**config.mk**
```make
export PLATFORM = sky130hd
export DESIGN_NAME = pixel_loader_ctrl_flat
export DESIGN_NICKNAME = d
export VERILOG_FILES = /design/src/rtl/pixel_loader_ctrl_if.sv /design/src/rtl/pixel_loader_ctrl.sv /design/src/flat_wrapper.sv
export SDC_FILE = /design/constraint.sdc
export NUM_CORES = 1
export LEC_CHECK = 0
export CAP_MARGIN = 10
export CORE_MARGIN = 1.5
export CORE_UTILIZATION = 39
export DETAILED_ROUTE_END_ITERATION = 6
export DONT_BUFFER_PORTS = 1
export GPL_TIMING_DRIVEN = 0
export PLACE_DENSITY = 0.61
export SLEW_MARGIN = 20
export SYNTH_ARGS = -nofsm -noshare
export SYNTH_HDL_FRONTEND = slang
export SYNTH_SLANG_ARGS = --single-unit
```
**constraint.sdc**
```tcl
create_clock -name clk -period 3.7 [get_ports clk]
set_input_delay 0.37 -clock clk [delete_from_list [all_inputs] [get_ports clk]]
set_output_delay 0.37 -clock clk [all_outputs]
set_load 0.1 [all_outputs]
```
**src/rtl/pixel_loader_ctrl_if.sv**
```systemverilog
//------------------------------------------------------------------------------
// Module      : pixel_loader_ctrl_if
// Description : Request, memory-read and pixel-stream bundle of the pixel loader.
//               PIXEL_LOADER_STALL_CNT_EN adds the stall_cnt observation signal.
// Revision    : 1.0 - initial release
//------------------------------------------------------------------------------
`default_nettype none

interface pixel_loader_ctrl_if;
    logic        load_req;
    logic [2:0]  load_sel;
    logic [15:0] load_len;
    logic        load_ack;
    logic        abort;
    logic [2:0]  selector;
    logic [15:0] mem_addr;
    logic        mem_en;
    logic [15:0] mem_px;
    logic [15:0] out_px;
    logic        out_valid;
    logic        out_ready;
    logic        busy;
    logic        done;
`ifdef PIXEL_LOADER_STALL_CNT_EN
    logic [15:0] stall_cnt;
`endif

    // Environment side: requester, pixel memory and stream consumer.
    modport master (
        output load_req, load_sel, load_len, abort, mem_px, out_ready,
        input  load_ack, selector, mem_addr, mem_en, out_px, out_valid, busy, done
`ifdef PIXEL_LOADER_STALL_CNT_EN
        , input stall_cnt
`endif
    );

    // Controller side.
    modport slave (
        input  load_req, load_sel, load_len, abort, mem_px, out_ready,
        output load_ack, selector, mem_addr, mem_en, out_px, out_valid, busy, done
`ifdef PIXEL_LOADER_STALL_CNT_EN
        , output stall_cnt
`endif
    );
endinterface

`default_nettype wire

```
**src/rtl/pixel_loader_ctrl.sv**
```systemverilog
//------------------------------------------------------------------------------
// Module      : pixel_loader_ctrl
// Description : Reads LEN words of the selected image through a small FIFO onto
//               a valid/ready stream. Macro PIXEL_LOADER_STALL_CNT_EN adds a
//               saturating output-stall counter.
// Revision    : 1.0 - initial release
//------------------------------------------------------------------------------
`default_nettype none

module pixel_loader_ctrl #(
    parameter int FIFO_DEPTH = 4
) (
    input  wire logic          clk,
    input  wire logic          rst_n,
    pixel_loader_ctrl_if.slave bus
);
    localparam int                c_AW      = $clog2(FIFO_DEPTH);
    localparam logic [c_AW+1:0]   c_DEPTH   = (c_AW+2)'(FIFO_DEPTH);
    localparam logic [c_AW:0]     c_PTR_ONE = (c_AW+1)'(1);

    typedef enum logic [1:0] {
        S_IDLE   = 2'd0,
        S_ISSUE  = 2'd1,
        S_DRAIN  = 2'd2,
        S_FINISH = 2'd3
    } state_t;

    state_t        r_state;
    state_t        w_state_nxt;
    logic [2:0]    r_sel;
    logic [15:0]   r_len;
    logic [15:0]   r_addr;
    logic          r_inflight;
    logic [c_AW:0] r_wptr;
    logic [c_AW:0] r_rptr;
    logic [15:0]   r_fifo [FIFO_DEPTH];

    logic [c_AW:0]   w_count;
    logic [c_AW+1:0] w_occ;
    logic            w_valid;
    logic            w_pop;
    logic            w_last_rd;
    logic            w_load_ack;
    logic            w_mem_en;
    logic            w_done;

    assign w_count   = r_wptr - r_rptr;
    // A read in flight already owns a FIFO slot; counting it prevents overflow.
    assign w_occ     = {1'b0, w_count} + {{(c_AW+1){1'b0}}, r_inflight};
    assign w_valid   = (w_count != '0);
    assign w_pop     = w_valid && bus.out_ready;
    assign w_last_rd = (r_addr == r_len - 16'd1);

    always_comb begin
        w_state_nxt = r_state;
        w_load_ack  = 1'b0;
        w_mem_en    = 1'b0;
        w_done      = 1'b0;
        case (r_state)
            S_IDLE: begin
                if (bus.load_req && !bus.abort) begin
                    w_load_ack  = 1'b1;
                    w_state_nxt = (bus.load_len != 16'd0) ? S_ISSUE : S_FINISH;
                end
            end
            S_ISSUE: begin
                if (w_occ < c_DEPTH) begin
                    w_mem_en = 1'b1;
                    if (w_last_rd) begin
                        w_state_nxt = S_DRAIN;
                    end
                end
            end
            S_DRAIN: begin
                // Leaving on the last transfer puts DONE one cycle after it.
                if (!r_inflight && (w_count == '0 || (w_count == c_PTR_ONE && w_pop))) begin
                    w_state_nxt = S_FINISH;
                end
            end
            S_FINISH: begin
                w_done      = !bus.abort;
                w_state_nxt = S_IDLE;
            end
            default: w_state_nxt = S_IDLE;
        endcase
        if (bus.abort) begin
            w_state_nxt = S_IDLE;
        end
    end

    always_ff @(posedge clk) begin
        if (!rst_n) begin
            r_state    <= S_IDLE;
            r_sel      <= 3'd0;
            r_len      <= 16'd0;
            r_addr     <= 16'd0;
            r_inflight <= 1'b0;
            r_wptr     <= '0;
            r_rptr     <= '0;
        end else begin
            r_state <= w_state_nxt;
            if (w_load_ack) begin
                r_sel  <= bus.load_sel;
                r_len  <= bus.load_len;
                r_addr <= 16'd0;
            end else if (w_mem_en && !w_last_rd) begin
                r_addr <= r_addr + 16'd1;
            end
            if (bus.abort) begin
                r_inflight <= 1'b0;
                r_wptr     <= '0;
                r_rptr     <= '0;
            end else begin
                r_inflight <= w_mem_en;
                if (r_inflight) begin
                    r_wptr <= r_wptr + c_PTR_ONE;
                end
                if (w_pop) begin
                    r_rptr <= r_rptr + c_PTR_ONE;
                end
            end
        end
    end

    always_ff @(posedge clk) begin
        if (r_inflight && !bus.abort) begin
            r_fifo[r_wptr[c_AW-1:0]] <= bus.mem_px;
        end
    end

`ifdef PIXEL_LOADER_STALL_CNT_EN
    logic [15:0] r_stall_cnt;

    always_ff @(posedge clk) begin
        if (!rst_n) begin
            r_stall_cnt <= 16'd0;
        end else if (w_load_ack) begin
            r_stall_cnt <= 16'd0;
        end else if (w_valid && !bus.out_ready && r_stall_cnt != 16'hFFFF) begin
            r_stall_cnt <= r_stall_cnt + 16'd1;
        end
    end

    assign bus.stall_cnt = r_stall_cnt;
`else
    // Stall instrumentation is not built in this configuration.
`endif

    assign bus.load_ack  = w_load_ack;
    assign bus.selector  = r_sel;
    assign bus.mem_addr  = r_addr;
    assign bus.mem_en    = w_mem_en;
    assign bus.out_valid = w_valid;
    assign bus.out_px    = w_valid ? r_fifo[r_rptr[c_AW-1:0]] : 16'd0;
    assign bus.busy      = (r_state != S_IDLE);
    assign bus.done      = w_done;

endmodule

`default_nettype wire

```
**src/flat_wrapper.sv**
```systemverilog
// flat-port wrapper written by rule: the top's interface ports become plain ports
module pixel_loader_ctrl_flat 
#(
    parameter int FIFO_DEPTH = 4
)
  (clk, rst_n, bus_load_req, bus_load_sel, bus_load_len, bus_abort, bus_mem_px, bus_out_ready, bus_load_ack, bus_selector, bus_mem_addr, bus_mem_en, bus_out_px, bus_out_valid, bus_busy, bus_done);
  pixel_loader_ctrl_if bus_i ();
  input  wire logic clk;
  input  wire logic rst_n;
  input wire logic [$bits(bus_i.load_req)-1:0] bus_load_req;
  input wire logic [$bits(bus_i.load_sel)-1:0] bus_load_sel;
  input wire logic [$bits(bus_i.load_len)-1:0] bus_load_len;
  input wire logic [$bits(bus_i.abort)-1:0] bus_abort;
  input wire logic [$bits(bus_i.mem_px)-1:0] bus_mem_px;
  input wire logic [$bits(bus_i.out_ready)-1:0] bus_out_ready;
  output wire logic [$bits(bus_i.load_ack)-1:0] bus_load_ack;
  output wire logic [$bits(bus_i.selector)-1:0] bus_selector;
  output wire logic [$bits(bus_i.mem_addr)-1:0] bus_mem_addr;
  output wire logic [$bits(bus_i.mem_en)-1:0] bus_mem_en;
  output wire logic [$bits(bus_i.out_px)-1:0] bus_out_px;
  output wire logic [$bits(bus_i.out_valid)-1:0] bus_out_valid;
  output wire logic [$bits(bus_i.busy)-1:0] bus_busy;
  output wire logic [$bits(bus_i.done)-1:0] bus_done;
  assign bus_i.load_req = bus_load_req;
  assign bus_i.load_sel = bus_load_sel;
  assign bus_i.load_len = bus_load_len;
  assign bus_i.abort = bus_abort;
  assign bus_i.mem_px = bus_mem_px;
  assign bus_i.out_ready = bus_out_ready;
  assign bus_load_ack = bus_i.load_ack;
  assign bus_selector = bus_i.selector;
  assign bus_mem_addr = bus_i.mem_addr;
  assign bus_mem_en = bus_i.mem_en;
  assign bus_out_px = bus_i.out_px;
  assign bus_out_valid = bus_i.out_valid;
  assign bus_busy = bus_i.busy;
  assign bus_done = bus_i.done;
  pixel_loader_ctrl #(.FIFO_DEPTH(FIFO_DEPTH)) u_core (.clk(clk), .rst_n(rst_n), .bus(bus_i));
endmodule
```
==> results of run 1 <==
[metrics by stage]
step                      setup TNS, ns   util
final                                 0  0.441
after global routing                  0  0.441
after CTS                             0  0.441
after detailed placement              0  0.416
after global placement            -3.22  0.415
after floorplan                       0      -
[placed cells by master (no fill, tap or decap), drive strengths merged, types with 4 or more instances in the layout]
cell / Yosys / layout
and2: 24 / 24
mux4: 16 / 16
and3: 4 / 4
or4: 8 / 8
mux2i: 4 / 4
nand3: 7 / 7
ha: 12 / 12
nor2: 19 / 19
edfxtp: 64 / 64
nor4: 5 / 5
inv: 12 / 15
xnor2: 16 / 16
clkbuf: 20 / 31
dfxtp: 46 / 46
buf: 4 / 4
a21boi: 20 / 20
o21ai: 17 / 17
xor2: 11 / 11
nand2: 57 / 57
nand2b: 6 / 6
o211ai: 4 / 4
or3: 12 / 12
nor3: 10 / 10
nand4: 5 / 5
a21oi: 10 / 10
o31ai: 6 / 6
[final cells by class]
cell class,count,area [sq um],share of cell area
multi-input cells,303,2300,0.394
plain buffers,24,106,0.0182
clock buffers,11,243,0.0416
flip-flops and latches,110,2850,0.487
clock inverters,5,75.1,0.0129
inverters,12,45.0,0.00772
well taps,176,220,0.0377
[critical path, stage by stage (launching register included)]
cell	delay [ns]
sky130_fd_sc_hd__dfxtp_1	0.30
sky130_fd_sc_hd__clkbuf_1	0.20
sky130_fd_sc_hd__inv_1	0.11
sky130_fd_sc_hd__ha_1	0.27
sky130_fd_sc_hd__nor4b_4	0.56
sky130_fd_sc_hd__xnor2_1	0.14
sky130_fd_sc_hd__or4_2	0.57
sky130_fd_sc_hd__a22oi_2	0.25
sky130_fd_sc_hd__nand4_4	0.20
sky130_fd_sc_hd__o21ai_4	0.32
sky130_fd_sc_hd__buf_6	0.20
sky130_fd_sc_hd__nor4_1	0.06
sky130_fd_sc_hd__o21a_1	0.21
[cell usage after synthesis (all sizes together) (5+ instances only)]
master	count	share of area
a21boi	20	0.028
a21oi	10	0.0095
and2	24	0.028
clkbuf	20	0.014
dfxtp	46	0.17
edfxtp	64	0.36
ha	12	0.028
inv	12	0.0085
mux4	16	0.068
nand2	57	0.041
nand2b	6	0.0071
nand3	7	0.0076
nand4	5	0.0088
nor2	19	0.014
nor3	10	0.010
nor4	5	0.0059
o21ai	17	0.019
o31ai	6	0.011
or3	12	0.014
or4	8	0.013
xnor2	16	0.027
xor2	11	0.018
[timing repair]
item / CTS / global route
hold buffers: 0 / 0
resized for setup: 10 / 0
setup endpoints to repair: 9 / 0
endpoints found under the hold margin: 0 / 0
[kinds of logic (layout without fill, tap and decap cells)]
logic type	count (synthesis)	count (layout)	synth area share
xor gates and xnor gates	27	27	0.0448
DFF	110	110	0.539
and+or+nand+nor	166	166	0.171
adders and majority gates	13	13	0.0322
muxes	20	20	0.0759
AOI/OAI and AO/OA	77	77	0.110
buffers and inverters	36	52	0.0275
[path summary, 6_finish.rpt]
kind / end / slack (ns) / cells past startpoint
setup / recovery: u_core.bus.mem_addr[5] / 0.21 / 12
hold / removal: u_core.r_fifo[3][12] / 0.11 / 0
setup reg to reg: u_core.bus.mem_addr[5] / 0.21 / 12
hold reg to reg: u_core.r_len[12] / 0.49 / 2
[power groups by stage]
stage | sequential [W] | clock (W) | combinational, W
4_1_cts | 0.00134 | 0.00104 | 0.000258
3_5_place_dp | 0.00137 | 0 | 0.000256
3_3_place_gp | 0.00137 | 0 | 0.000251
5_1_grt | 0.00135 | 0.00109 | 0.000281
2_1_floorplan | 0.00137 | 0 | 0.000216
6_report | 0.00134 | 0.00102 | 0.000258
[sequential cells by signal (all words and copies together) (netlist names), named ones only]
| register | cells |
|---|---|
| u_core.bus.selector | 3 |
| u_core.r_len | 16 |
| u_core.r_fifo | 64 |
| u_core.r_inflight | 1 |
| u_core.r_wptr | 3 |
| u_core.r_state | 2 |
| u_core.r_rptr | 3 |
| u_core.bus.mem_addr | 16 |
[metal layers]
| layer | part of all wire | track usage |
|---|---|---|
| met1 | 0.44 | 0.198 |
| met2 | 0.48 | 0.265 |
| met3 | 0.056 | 0.0527 |
| met4 | 0.023 | 0.0513 |
| met5 | 0 | 0 |
==> summary.txt, run 1 <==
Timing
  – Slew margin rel.: 0.223
  – Fin Clk Skew: 0.00635 ns
  – Final count of pins violating max slew: 0
  – FMAX: 0.287 GHz
  – Final Hold Slack: 0.109 ns
  – Final worst-path cycle share: 0.943
  – Final hold vios: 0
  – Final-report setup violation count: 0
  – Post-route worst setup slack: 0.211 ns
  – Post-layout min period: 3.49 ns
  – Slew at the pin closest to its max-slew limit: 1.16 ns
  – Unrepaired setup endpoints after global routing: false

Yosys
  – Seq cells post-synth: 110
  – Sequential fraction of the synthesis area: 0.539
  – Prevailing post-synth register cell: sky130_fd_sc_hd__edfxtp_1
  – FFs w/ async S/R, synth: 0
  – Yosys warns: 0
  – Post-Synthesis Mean Instance Area: 11.8 sq um
  – Cell variety after synth: 60
  – Synthesized net count: 502
  – Post-synthesis instance area: 5280 sq um
  – Number of synthesized flops with an enable pin: 64
  – Post-synthesis cell count: 449

Layout
  – Final cell area excluding filler cells: 5840 sq um
  – Proportion of layout cells with a drive suffix above 1: 0.142
  – Post-route insts no fill: 641
  – Number of fill cells in the layout: 1266
  – Synthesis-to-finish area growth: 10.6%
  – Antenna diodes: 0
  – # nets final: 513

Power
  – Fraction of power consumed by the clock network: 0.390
  – Peak supply drop: 0.000247 V
  – Comb power frac: 0.098
  – Net switching power: 0.000669 W
  – Cell area power density: 450 nW/um^2
  – Fraction of power spent switching nets: 0.255
  – Internal power: 0.00196 W
  – Post-layout power: 0.00262 W
  – LEAKAGE: 1.93 nW
  – Seq pwr share: 0.512

CTS
  – Number of clock sinks seen by CTS: 110
  – Post-CTS setup buffer count: 0
  – Clock root buffer master: sky130_fd_sc_hd__clkbuf_16
  – Number of levels in the clock H-tree: 3
  – CTS tree: built
  – Clock insertion delay at the later pin of the skew report: 0.35 ns
  – Clock input transition at the sequential cells of the worst setup and hold paths: 0.07 ns
  – Num CTS Buffers: 9
  – Number of buffers on the longest clock path: 2

Critical path
  – Worst setup path start: u_core.r_len[0]
  – Worst setup path category: flip-flop to flip-flop
  – Maximum fanout along the worst path: 10
  – WP data required: 3.95 ns
  – Reg-to-reg startpoint: u_core.r_len[0]
  – Element type at the critical path end: flip-flop
  – Critical Path AT: 3.74 ns
  – CP startpoint kind: flip-flop

Global route
  – Antenna violations before repair: 0
  – Total routing resource utilization after global routing: 0.160
  – Global-route wire length before repair: 17600 microns
  – GRT Residual Overflow: 0
  – Number of global-route vias before repair: 3469
  – Largest net degree at the start of global routing: 20

Detailed routing
  – Total number of vias: 3444
  – Detail-routed via count per cell: 5.37
  – TritonRoute pass-1 iters: 4
  – Average detailed-routed wire length per instance: 16.9 microns
  – DRT Wirelength: 10800 microns
  – Number of violations reported at the end of detailed-routing iteration 0: 177
  – DRC violations left: 0
  – Antenna-violating nets left: 0

Placed design
  – Number of placed instances, taps included: 625
  – Buffers on Ports: 0
  – Final RePlAce weighted congestion: 0.806
  – Pre-CTS setup slack: 0.113 ns
  – Dpl hpwl: 7780 microns
  – Post-Place Cell Area: 5500 sq um

Flow run
  – Max Cap Viol: 0

Floorplan
  – Vertical extent of the die: 119 microns
  – Die Footprint: 14200 sq um
  – I/O pins: 80
  – Area inside the core boundary: 13200 sq um
  – Effective utilization at floorplan: 0.398
  – Die width: 119 microns
  – # rows: 42

Worst hold path
  – Start point of the worst hold path: bus_mem_px[12]
  – Path type of the worst min-delay path: input pin to flip-flop

Status
  – Status: finished, final reports clean
Power figures use the tool's default switching activity.
==> run 2, diff against run 1 <==
--- a/config.mk
+++ b/config.mk
@@ -5,13 +5,15 @@
 export SDC_FILE = /design/constraint.sdc
 export NUM_CORES = 1
 export LEC_CHECK = 0
+export ABC_CLOCK_PERIOD_IN_PS = 3700
 export CAP_MARGIN = 10
 export CORE_MARGIN = 1.5
 export CORE_UTILIZATION = 39
 export DETAILED_ROUTE_END_ITERATION = 6
 export DONT_BUFFER_PORTS = 1
 export GPL_TIMING_DRIVEN = 0
-export PLACE_DENSITY = 0.61
+export HOLD_SLACK_MARGIN = 0.06
+export PLACE_DENSITY = 0.49
 export SLEW_MARGIN = 20
 export SYNTH_ARGS = -nofsm -noshare
 export SYNTH_HDL_FRONTEND = slang
==> summary.txt, run 2 (synthesis gave the netlist of run 1 again) <==
Critical path
  – WP data required: 3.33 ns
  – Maximum fanout along the worst path: 10
  – Worst setup path category: flip-flop to output port
  – Critical Path AT: 3.16 ns
  – Element type at the critical path end: output port
  – CP startpoint kind: flip-flop

CTS
  – Clock insertion delay at the later pin of the skew report: 0.36 ns
  – Num CTS Buffers: 9
  – Number of clock sinks seen by CTS: 110
  – Number of buffers on the longest clock path: 2
  – Clock input transition at the sequential cells of the worst setup and hold paths: 0.08 ns
  – Clock root buffer master: sky130_fd_sc_hd__clkbuf_16
  – CTS tree: built
  – Number of levels in the clock H-tree: 3

Layout
  – Post-route insts no fill: 642
  – # nets final: 514
  – Synthesis-to-finish area growth: 10.6%
  – Proportion of layout cells with a drive suffix above 1: 0.150
  – Top library cells by usage in the layout, fill and taps aside: 64 x sky130_fd_sc_hd__edfxtp_1, 57 x sky130_fd_sc_hd__nand2_1, 42 x sky130_fd_sc_hd__dfxtp_1, 20 x sky130_fd_sc_hd__a21boi_0, 19 x sky130_fd_sc_hd__nor2_1
  – Most common cell after layout, fill and taps aside: sky130_fd_sc_hd__edfxtp_1
  – Core Util, Final: 0.441
  – Number of fill cells in the layout: 1262
  – Antenna diodes: 0
  – Number of flip-flops under the largest register name: 64

Timing
  – Final Hold Slack: 0.100 ns
  – Slew margin rel.: 0.215
  – Final worst-path cycle share: 0.953
  – Final-report setup violation count: 0
  – Final hold vios: 0
  – FMAX: 0.284 GHz
  – Unrepaired setup endpoints after global routing: true
  – Final count of pins violating max slew: 0
  – Slew at the pin closest to its max-slew limit: 1.18 ns
  – Fin Clk Skew: 0.0109 ns
  – Post-layout min period: 3.53 ns

Global route
  – Antenna violations before repair: 0
  – Number of global-route vias before repair: 3498
  – GRT Residual Overflow: 0
  – Total routing resource utilization after global routing: 0.172
  – Global-route wire length before repair: 18700 microns
  – Largest net degree at the start of global routing: 23

Floorplan
  – Area inside the core boundary: 13200 sq um
  – Effective utilization at floorplan: 0.398
  – Die width: 119 microns
  – Vertical extent of the die: 119 microns
  – I/O pins: 80
  – Die Footprint: 14200 sq um
  – # rows: 42

Placed design
  – Number of placed instances, taps included: 625
  – Buffers on Ports: 0
  – Dpl hpwl: 8170 microns
  – Final RePlAce weighted congestion: 0.804

Detailed routing
  – TritonRoute pass-1 iters: 4
  – DRC violations left: 0
  – Total number of vias: 3417
  – Average detailed-routed wire length per instance: 17.8 microns
  – Number of violations reported at the end of detailed-routing iteration 0: 283
  – DRT Wirelength: 11400 microns
  – Detail-routed via count per cell: 5.32
  – Antenna-violating nets left: 0

Power
  – Cell area power density: 441 nW/um^2
  – LEAKAGE: 1.92 nW
  – Peak supply drop: 0.000252 V
  – Post-layout power: 0.00258 W

Status
  – Status: finished, final reports clean

Worst hold path
  – Path type of the worst min-delay path: input pin to flip-flop

Flow run
  – Max Cap Viol: 0
[run 2: changes by cell type in the layout (fill, tap and decap cells not counted), moves of 2 or more]
| cell | previous run | this run |
|---|---|---|
| sky130_fd_sc_hd__and2_2 | 9 | 7 |
| sky130_fd_sc_hd__and2_4 | 0 | 2 |
| sky130_fd_sc_hd__dfxtp_1 | 44 | 42 |
| sky130_fd_sc_hd__dfxtp_2 | 2 | 4 |
[run 2: stage by stage]
step / area (sq um) / setup WS (ns) / TNS (ns)
finish: 5840 / 0.173 / 0
global route: 5840 / -0.0356 / -0.211
CTS: 5820 / 0.106 / 0
detailed placement: 5500 / 0.0322 / 0
global placement: 5500 / -0.380 / -3.78
floorplan: 5280 / 0.0717 / 0
[run 2: what timing repair did]
item,CTS,global route
endpoints found under the hold margin,0,0
hold buffers,0,0
setup endpoints to repair,9,14
gates resized for setup,10,3
setup buffers,0,1
[run 2: power by group]
group	switching [W]	internal, W	leakage [nW]
registers	0.0000368	0.00131	0.950
logic	0.000171	0.0000918	0.829
clock network	0.000489	0.000482	0.146
total	0.000697	0.00188	1.92
[run 2: final cells by class]
type                    count  area [sq um]  area share
multi-input cells         303          2300       0.395
plain buffers              24           106      0.0182
well taps                 176           220      0.0377
clock inverters             7          80.1      0.0137
inverters                  12          45.0     0.00772
flip-flops and latches    110          2850       0.488
repair buffers              1          7.51     0.00129
clock buffers               9           225      0.0386
[run 2: worst max-delay path, stage by stage, from the launching register on]
cell and delay, ns:
sky130_fd_sc_hd__dfxtp_1 0.40, sky130_fd_sc_hd__inv_1 0.10, sky130_fd_sc_hd__ha_1 0.20, sky130_fd_sc_hd__fa_1 0.38
sky130_fd_sc_hd__xor2_1 0.16, sky130_fd_sc_hd__xnor2_1 0.15, sky130_fd_sc_hd__nand3_1 0.33, sky130_fd_sc_hd__clkbuf_4 0.50
sky130_fd_sc_hd__and2_2 0.57
[run 2: final timing paths]
kind                            end             start  slack (ns)  depth (start not counted)
max reg2reg  u_core.bus.mem_addr[5]   u_core.r_len[3]        0.21                         10
min            u_core.r_fifo[3][10]    bus_mem_px[10]        0.10                          0
max                   bus_out_px[6]  u_core.r_wptr[0]        0.17                          8
min reg2reg        u_core.r_len[15]  u_core.r_len[15]        0.48                          2
[run 2: metal layers]
metal / wire [microns] / track usage / vias up
li1: - / - / 1677
met1: 5030 / 0.217 / 1631
met2: 5400 / 0.279 / 94
met3: 792 / 0.0517 / 15
met4: 189 / 0.0670 / 0
met5: 0 / 0 / -
==> run 3, diff against run 2 <==
--- a/config.mk
+++ b/config.mk
@@ -5,7 +5,7 @@
 export SDC_FILE = /design/constraint.sdc
 export NUM_CORES = 1
 export LEC_CHECK = 0
-export ABC_CLOCK_PERIOD_IN_PS = 3700
+export ABC_CLOCK_PERIOD_IN_PS = 4500
 export CAP_MARGIN = 10
 export CORE_MARGIN = 1.5
 export CORE_UTILIZATION = 39
==> constraint.sdc (replaced) <==
create_clock -name clk -period 4.5 [get_ports clk]
set_input_delay 0.45 -clock clk [delete_from_list [all_inputs] [get_ports clk]]
set_output_delay 0.45 -clock clk [all_outputs]
set_load 0.1 [all_outputs]
==> summary.txt, run 3 (synthesis gave the netlist of run 1 again) <==
Global route
  – Antenna violations before repair: 0
  – Global-route wire length before repair: 18200 microns
  – GRT Residual Overflow: 0
  – Largest net degree at the start of global routing: 20
  – Total routing resource utilization after global routing: 0.166
  – M2 GR Usage: 0.271
  – Number of global-route vias before repair: 3513
  – Busiest grt layer: met2
  – GR Util met3: 0.0498
  – Met1 GRT Util: 0.206

Layout
  – Top library cells by usage in the layout, fill and taps aside: 64 x sky130_fd_sc_hd__edfxtp_1, 57 x sky130_fd_sc_hd__nand2_1, 40 x sky130_fd_sc_hd__dfxtp_1, 24 x sky130_fd_sc_hd__and2_1, 20 x sky130_fd_sc_hd__a21boi_0
  – Synthesis-to-finish area growth: 9.77%
  – Proportion of layout cells with a drive suffix above 1: 0.131
  – # nets final: 513
  – Antenna diodes: 0
  – Most common cell after layout, fill and taps aside: sky130_fd_sc_hd__edfxtp_1
  – Number of flip-flops under the largest register name: 64
  – Register area: 2850 sq um
  – Number of fill cells in the layout: 1279
  – Area of the multi-input gates: 2290 sq um

Timing
  – Slew at the pin closest to its max-slew limit: 1.16 ns
  – Final hold vios: 0
  – Fin Clk Skew: 0.00635 ns
  – Post-route worst setup slack: 0.470 ns
  – Final-report setup violation count: 0
  – Setup_tns: 0 ns
  – Final count of pins violating max slew: 0
  – Final worst-path cycle share: 0.896
  – FMAX: 0.248 GHz
  – Post-layout min period: 4.03 ns
  – Unrepaired setup endpoints after global routing: false
  – Slew margin rel.: 0.222

Critical path
  – Reg-to-reg startpoint: u_core.r_len[3]
  – Element type at the critical path end: output port
  – CP startpoint kind: flip-flop
  – Endpoint of the worst-slack reg-to-reg timing path: u_core.bus.mem_addr[1]
  – R2R Setup Slk: 1.05 ns
  – Worst setup path category: flip-flop to output port
  – Maximum fanout along the worst path: 10
  – Critical Path AT: 3.58 ns
  – WP data required: 4.05 ns
  – Length in cells of the worst reg-to-reg path: 10

Detailed routing
  – TritonRoute pass-1 iters: 4
  – Antenna-violating nets left: 0
  – Average detailed-routed wire length per instance: 17.3 microns
  – DRT Wirelength: 11100 microns
  – Number of violations reported at the end of detailed-routing iteration 0: 136
  – DRC violations left: 0
  – Total number of vias: 3427
  – Detail-routed via count per cell: 5.35

CTS
  – Number of buffers on the longest clock path: 2
  – Number of clock sinks seen by CTS: 110
  – Num CTS Buffers: 9
  – Clock input transition at the sequential cells of the worst setup and hold paths: 0.08 ns
  – Post-CTS Resized: 0
  – Hold buffer count at CTS: 0
  – Clock insertion delay at the later pin of the skew report: 0.35 ns
  – Post-CTS setup buffer count: 0
  – Clock root buffer master: sky130_fd_sc_hd__clkbuf_16
  – Number of levels in the clock H-tree: 3
  – CTS tree: built

Worst hold path
  – Path type of the worst min-delay path: input pin to flip-flop
  – Worst Hold Path Cells: 0
  – Start point of the worst hold path: bus_mem_px[2]
  – Hold EP: u_core.r_fifo[2][2]

Floorplan
  – Die Footprint: 14200 sq um
  – Effective utilization at floorplan: 0.398
  – Area inside the core boundary: 13200 sq um
  – I/O pins: 80
  – # rows: 42
  – Vertical extent of the die: 119 microns
  – Die width: 119 microns

Placed design
  – Pre-CTS setup slack: 0.802 ns
  – Dpl hpwl: 8030 microns
  – Buffers on Ports: 0
  – Final RePlAce weighted congestion: 0.795

Power
  – Cell area power density: 359 nW/um^2
  – Peak supply drop: 0.000147 V
  – LEAKAGE: 1.90 nW

Status
  – Status: finished, final reports clean

Flow run
  – Max Cap Viol: 0
-- run 3: metal layers --
metal,share of wire,vias to the layer above
met1,0.45,1659
li1,-,1676
met5,0,-
met3,0.063,12
met4,0.019,0
met2,0.47,80
-- run 3: per-stage QoR --
step	util	hold WS [ns]	total power, W	std cells	area [sq um]
2_1_floorplan	-	0.456	0.00130	449	5280
3_3_place_gp	0.415	0.489	0.00134	625	5500
3_5_place_dp	0.416	0.498	0.00134	625	5510
4_1_cts	0.437	0.170	0.00211	641	5790
5_1_grt	0.437	0.165	0.00218	641	5790
6_report	0.437	0.186	0.00208	641	5790
-- run 3: final cells by class --
type	instances	area share
plain buffers	24	0.0179
clock buffers	10	0.0395
clock inverters	6	0.00907
inverters	12	0.00778
multi-input cells	303	0.396
flip-flops and latches	110	0.492
well taps	176	0.0380
-- run 3: how the worst max path moves through the flow --
stage,from,to,slack (ns),depth (start not counted)
detailed placement,u_core.r_wptr[0],bus_out_px[12],0.80,8
CTS,u_core.r_wptr[0],bus_out_px[12],0.40,8
global route,u_core.r_wptr[0],bus_out_px[12],0.27,8
floorplan,u_core.r_wptr[0],bus_out_px[10],0.69,8
global placement,u_core.r_wptr[0],bus_out_px[7],0.32,8
finish,u_core.r_wptr[0],bus_out_px[13],0.47,8
-- run 3: report_power, final --
part / switching, W / internal (W) / total, W
Sequential: 0.0000297 / 0.00107 / 0.00110
Clock: 0.000382 / 0.000386 / 0.000768
Combinational: 0.000137 / 0.0000730 / 0.000210
Total: 0.000549 / 0.00153 / 0.00208
-- run 3: critical path, cell delays in order, from the launching register on --
cell and delay (ns):
sky130_fd_sc_hd__dfxtp_1 0.41, sky130_fd_sc_hd__inv_1 0.11, sky130_fd_sc_hd__ha_1 0.20, sky130_fd_sc_hd__fa_1 0.37, sky130_fd_sc_hd__xor2_1 0.16, sky130_fd_sc_hd__xnor2_1 0.15, sky130_fd_sc_hd__nand3_1 0.31, sky130_fd_sc_hd__clkbuf_2 0.62
sky130_fd_sc_hd__and2_1 0.88
